[src/rtl/mb_pkg.sv]
// mb_pkg: constants and state encoding shared by the macroblock packer
// (mb_pack) and the macroblock serializer (mb_ser).
//   MB_COEFS : coefficients per macroblock
//   COEF_W   : signed quantized coefficient width
//   POS_W    : zigzag index width
//   SIZE_W   : entry count width (must hold MB_COEFS itself)
package mb_pkg;
  localparam int MB_COEFS = 64;
  localparam int COEF_W   = 12;
  localparam int POS_W    = 6;
  localparam int SIZE_W   = 7;

  typedef enum logic {
    ACC  = 1'b0,
    EMIT = 1'b1
  } mb_state_e;
endpackage

[src/rtl/mb_pack.sv]
// mb_pack: packs the non-zero coefficients of one 64-coefficient macroblock
// (zigzag order) into a list of {sign, zigzag position} entries, then presents
// the list to a downstream macroblock FIFO with a single write strobe.
//
// Ports
//   clk            : system clock, rising edge
//   rst            : asynchronous reset, active low
//   clk_en         : global clock enable; low freezes all state, mb_wr low
//   coef_in        : signed coefficient, index 0 first
//   coef_valid     : coef_in valid
//   coef_slice_end : slice-end flag, sampled only on the index-63 beat
//   coef_ready     : high while accumulating
//   sign_out       : per-entry sign (1 = negative)
//   pos_out        : per-entry zigzag index
//   size_out       : number of valid entries, 0..64
//   slice_end_out  : this macroblock closes a slice
//   mb_wr          : write strobe into the downstream FIFO
//   mb_afull       : downstream FIFO almost full
module mb_pack
  import mb_pkg::*;
(
  input  logic                      clk,
  input  logic                      rst,
  input  logic                      clk_en,
  input  logic signed [COEF_W-1:0]  coef_in,
  input  logic                      coef_valid,
  input  logic                      coef_slice_end,
  output logic                      coef_ready,
  output logic [0:MB_COEFS-1]       sign_out,
  output logic [0:MB_COEFS-1][POS_W-1:0] pos_out,
  output logic [SIZE_W-1:0]         size_out,
  output logic                      slice_end_out,
  output logic                      mb_wr,
  input  logic                      mb_afull
);

  localparam logic [POS_W-1:0] LAST_IDX = POS_W'(MB_COEFS - 1);

  mb_state_e                        state_q,     state_d;
  logic [POS_W-1:0]                 index_q,     index_d;
  logic [SIZE_W-1:0]                size_q,      size_d;
  logic [0:MB_COEFS-1]              sign_q,      sign_d;
  logic [0:MB_COEFS-1][POS_W-1:0]   pos_q,       pos_d;
  logic                             slice_end_q, slice_end_d;

  logic accept;

  assign coef_ready    = (state_q == ACC);
  assign accept        = coef_valid && coef_ready && clk_en;
  // Combinational so the write lands in the first cycle the FIFO has room.
  assign mb_wr         = (state_q == EMIT) && !mb_afull && clk_en;

  assign sign_out      = sign_q;
  assign pos_out       = pos_q;
  assign size_out      = size_q;
  assign slice_end_out = slice_end_q;

  always_comb begin
    state_d     = state_q;
    index_d     = index_q;
    size_d      = size_q;
    sign_d      = sign_q;
    pos_d       = pos_q;
    slice_end_d = slice_end_q;

    if (accept) begin
      index_d = index_q + 1'b1;
      // size never exceeds 63 while a beat is being accepted, so the low
      // bits address the next free entry.
      if (coef_in != '0) begin
        sign_d[size_q[POS_W-1:0]] = coef_in[COEF_W-1];
        pos_d[size_q[POS_W-1:0]]  = index_q;
        size_d                    = size_q + 1'b1;
      end
      if (index_q == LAST_IDX) begin
        slice_end_d = coef_slice_end;
        state_d     = EMIT;
      end
    end

    // Clearing everything on the write edge keeps unused entries at zero
    // for the next macroblock without a separate clear pass.
    if (mb_wr) begin
      state_d     = ACC;
      index_d     = '0;
      size_d      = '0;
      sign_d      = '0;
      pos_d       = '0;
      slice_end_d = 1'b0;
    end
  end

  always_ff @(posedge clk or negedge rst) begin
    if (!rst) begin
      state_q     <= ACC;
      index_q     <= '0;
      size_q      <= '0;
      sign_q      <= '0;
      pos_q       <= '0;
      slice_end_q <= 1'b0;
    end else begin
      state_q     <= state_d;
      index_q     <= index_d;
      size_q      <= size_d;
      sign_q      <= sign_d;
      pos_q       <= pos_d;
      slice_end_q <= slice_end_d;
    end
  end

endmodule

[config.mk]
export PLATFORM = sky130hd
export DESIGN_NAME = mb_pack
export DESIGN_NICKNAME = d
export VERILOG_FILES = /design/src/rtl/mb_pkg.sv /design/src/rtl/mb_pack.sv
export SDC_FILE = /design/constraint.sdc
export NUM_CORES = 1
export LEC_CHECK = 0
export ABC_AREA = 1
export ABC_CLOCK_PERIOD_IN_PS = 1910
export CORE_UTILIZATION = 50
export CTS_CLUSTER_DIAMETER = 200
export DETAILED_ROUTE_END_ITERATION = 16
export GPL_TIMING_DRIVEN = 0
export PLACE_DENSITY = 0.8
export SYNTH_ARGS = -nofsm -noshare
export SYNTH_HDL_FRONTEND = slang
export SYNTH_SLANG_ARGS = --single-unit
[constraint.sdc]
create_clock -name clk -period 1.91 [get_ports clk]
set_input_delay 0.382 -clock clk [delete_from_list [all_inputs] [get_ports clk]]
set_output_delay 0.382 -clock clk [all_outputs]
set_load 0.01 [all_outputs]
==> flow_summary.yaml, run 1 <==
outcome:
  status: "finished, violations left"
  violations: "negative setup slack"
critical_path:
  cp.arrival_ns: 1.65
  path_class: "reg2out"
  reg2reg_from: "state_q"
  crit_path_end_kind: "primary output"
  required_ns: 1.53
  crit_start: "state_q"
  worstSetupStartpointType: "flip-flop"
  crit_fanout: 6
timing:
  fmax_ghz: 0.493
  worst_pin_slew_ns: 0.595
  min_period_over_period: 1.06
  layout_setup_ws_ns: -0.120
  slew-limit-headroom: 0.603
  holdWs_ns: 0.298
  clock_skew_ns: 0.0179
  slew_violations: 0
  grt_setup_unrepaired: "yes"
  finalSetupViolCount: 212
  finalHoldViolations: 0
  min_period_ns: 2.03
clock_tree:
  clk_pin_slew_ns: 0.06
  cts.sinks: 463
  cts_tree: "built"
  numCtsBuffers: 48
  cts-root-buf: "clkbuf_16"
  max-clock-path-buffers: 3
  htree_levels: 2
  clk_latency_ns: 0.60
route:
  viasPerCell: 6.37
  ant_nets: 0
  drt_iter0_drc: 2604
  firstDrtPassIters: 6
  drt-total-wl_um: 90300
  wire_per_inst_um: 25.6
  drc_errors: 0
  vias: 22499
placed_design:
  portBuffers: 475
  dpl.hpwl_um: 57100
  routabilityCongestion: 0.909
  dp_slack_ns: -1.21
  placed_cell_area_sq_mm: 0.0258
synth:
  syn_avg_cell_area_sq_um: 8.62
  ys_seq_area_frac: 0.571
  syn-cell-area_sq_mm: 0.0203
  syn-num-nets: 2373
  syn_inst: 2353
  synth_warnings: 0
  yosysUniqueCellTypes: 20
  ys_ff_latch: 463
global_routing:
  grt_pass1_vias: 21002
  grt_pass1_wl_um: 128000
  antenna_found_initial: 2
  grt_max_degree: 110
  grt_use_total: 0.412
  grt_overflow: 0
die:
  start_util: 0.509
  placementRows: 73
  die_area_sq_mm: 0.0414
  die_h_um: 203
  dieWidth_um: 203
  core_sq_mm: 0.0398
  io_pins: 476
final_layout:
  fill_cells: 2577
  num-nets-final: 2985
  stdcell_area_sq_mm: 0.0309
  utilization: 0.776
  drive_above_1_share: 0.166
  areaGrowthSynthToFinish_pct: 52.4
power_and_ir_drop:
  power_density_mw_per_mm2: 970
  power_mw: 30.0
  irDropWorstVdd_mv: 0.770
  power_leakage_nw: 18.7
hold_path:
  hold_class: "in2async"
flow_run:
  maxCapViolCount: 0
==> final timing paths <==
path                            endpoint  slack (ns)  cells past startpoint
max                                mb_wr       -0.12                      6
min                         pos_out[262]        0.30                      2
max reg2reg                 pos_out[337]       -0.12                     12
min reg2reg                 sign_out[24]        0.47                      2
max in group asynchronous    pos_out[21]        0.27                      4
min in group clk           slice_end_out        0.43                      3
==> flip-flops by register name, indices dropped and copies added, names as in the netlist <==
signal,flops
slice_end_out,1
state_q,1
pos_out,384
index_q,6
size_out,7
sign_out,64
==> metal layers <==
layer	part of all wire	up-vias	track usage
met2	0.44	1881	0.623
met4	0.081	2	0.250
met3	0.13	501	0.104
li1	-	9283	-
met1	0.35	10832	0.536
met5	0.00031	-	0
==> power by group <==
part	internal, mW	switching, mW	total [mW]
combinational	2.68	6.28	8.96
sequential	10.5	0.554	11.0
clock	5.90	4.07	9.98
total	19.0	10.9	30.0
==> kinds of logic (layout without fill, tap and decap cells) <==
kind of cell	count (synthesis)	after routing	share of synthesized area
compound gates	57	57	0.0142
fa+ha+maj	2	2	0.00123
buf+inv	231	879	0.0511
flops	463	463	0.571
other cells	0	3	0
simple gates	1600	1601	0.362
==> stage by stage <==
stage          TNS (ns)  cells
2_1_floorplan         0   2353
3_3_place_gp   -9438.39   3353
3_5_place_dp    -441.60   3357
4_1_cts           -4.33   3497
5_1_grt          -16.23   3528
6_report          -7.50   3530
==> layout make-up <==
cell class | instances | area, sq um | area share
Clock buffer | 69 | 1400 | 0.0454
Multi-Input combinational cell | 1660 | 8660 | 0.280
Inverter | 52 | 204 | 0.00660
Tap cell | 525 | 657 | 0.0213
Timing Repair Buffer | 564 | 6460 | 0.209
Clock inverter | 18 | 246 | 0.00798
Sequential cell | 463 | 11600 | 0.375
Antenna cell | 3 | 7.51 | 0.000243
Buffer | 176 | 1660 | 0.0539
==> layout by cell type (no fill, tap or decap), drive strengths merged, types with 2 or more instances in the layout <==
master	synthesis	layout
a21oi	4	4
buf	116	183
bufinv	0	6
clkbuf	63	154
clkdlybuf4s50	0	182
clkinv	0	10
clkinvlp	0	2
dfrtp	463	463
diode	0	3
dlygate4sd2	0	155
dlymetal6s2s	0	134
ha	2	2
inv	52	52
nand2	995	996
nand3	88	88
nand4	449	449
nor2	68	68
o21ai	52	52
==> cell usage after synthesis <==
cell type	instances	area [sq um]
a21oi_1	4	20.0
buf_1	3	11.3
buf_2	105	526
buf_4	6	45.0
buf_6	2	22.5
clkbuf_1	63	236
dfrtp_1	463	11600
ha_1	2	25.0
inv_1	50	188
inv_2	2	7.51
nand2_1	994	3730
nand2_4	1	11.3
nand3_1	70	350
nand3_2	18	180
nand4_1	449	2810
nor2_1	66	248
nor2_2	2	12.5
o21ai_0	44	220
o21ai_1	8	40.0
o21bai_1	1	7.51
==> critical path: stages (launching register included) <==
cell and delay (ns):
dfrtp_1 0.41, nand2_2 0.09, nor2_4 0.05, buf_12 0.13, buf_12 0.12, buf_4 0.13
buf_6 0.12
==> timing repair <==
action,4_1_cts,5_1_grt
cloned,18,21
endpoints found under the hold margin,74,0
resized for setup,516,370
setup buffers,36,13
pin swaps,63,165
hold buffers,1,0
setup endpoints to repair,616,775
Power figures use the tool's default switching activity.
==> inputs of run 2 (changes only) <==
Settings changed: HOLD_SLACK_MARGIN from default to 0.02.
==> results of run 2 <==
No change in the layout: final DEF, timing and power equal those of run 1.
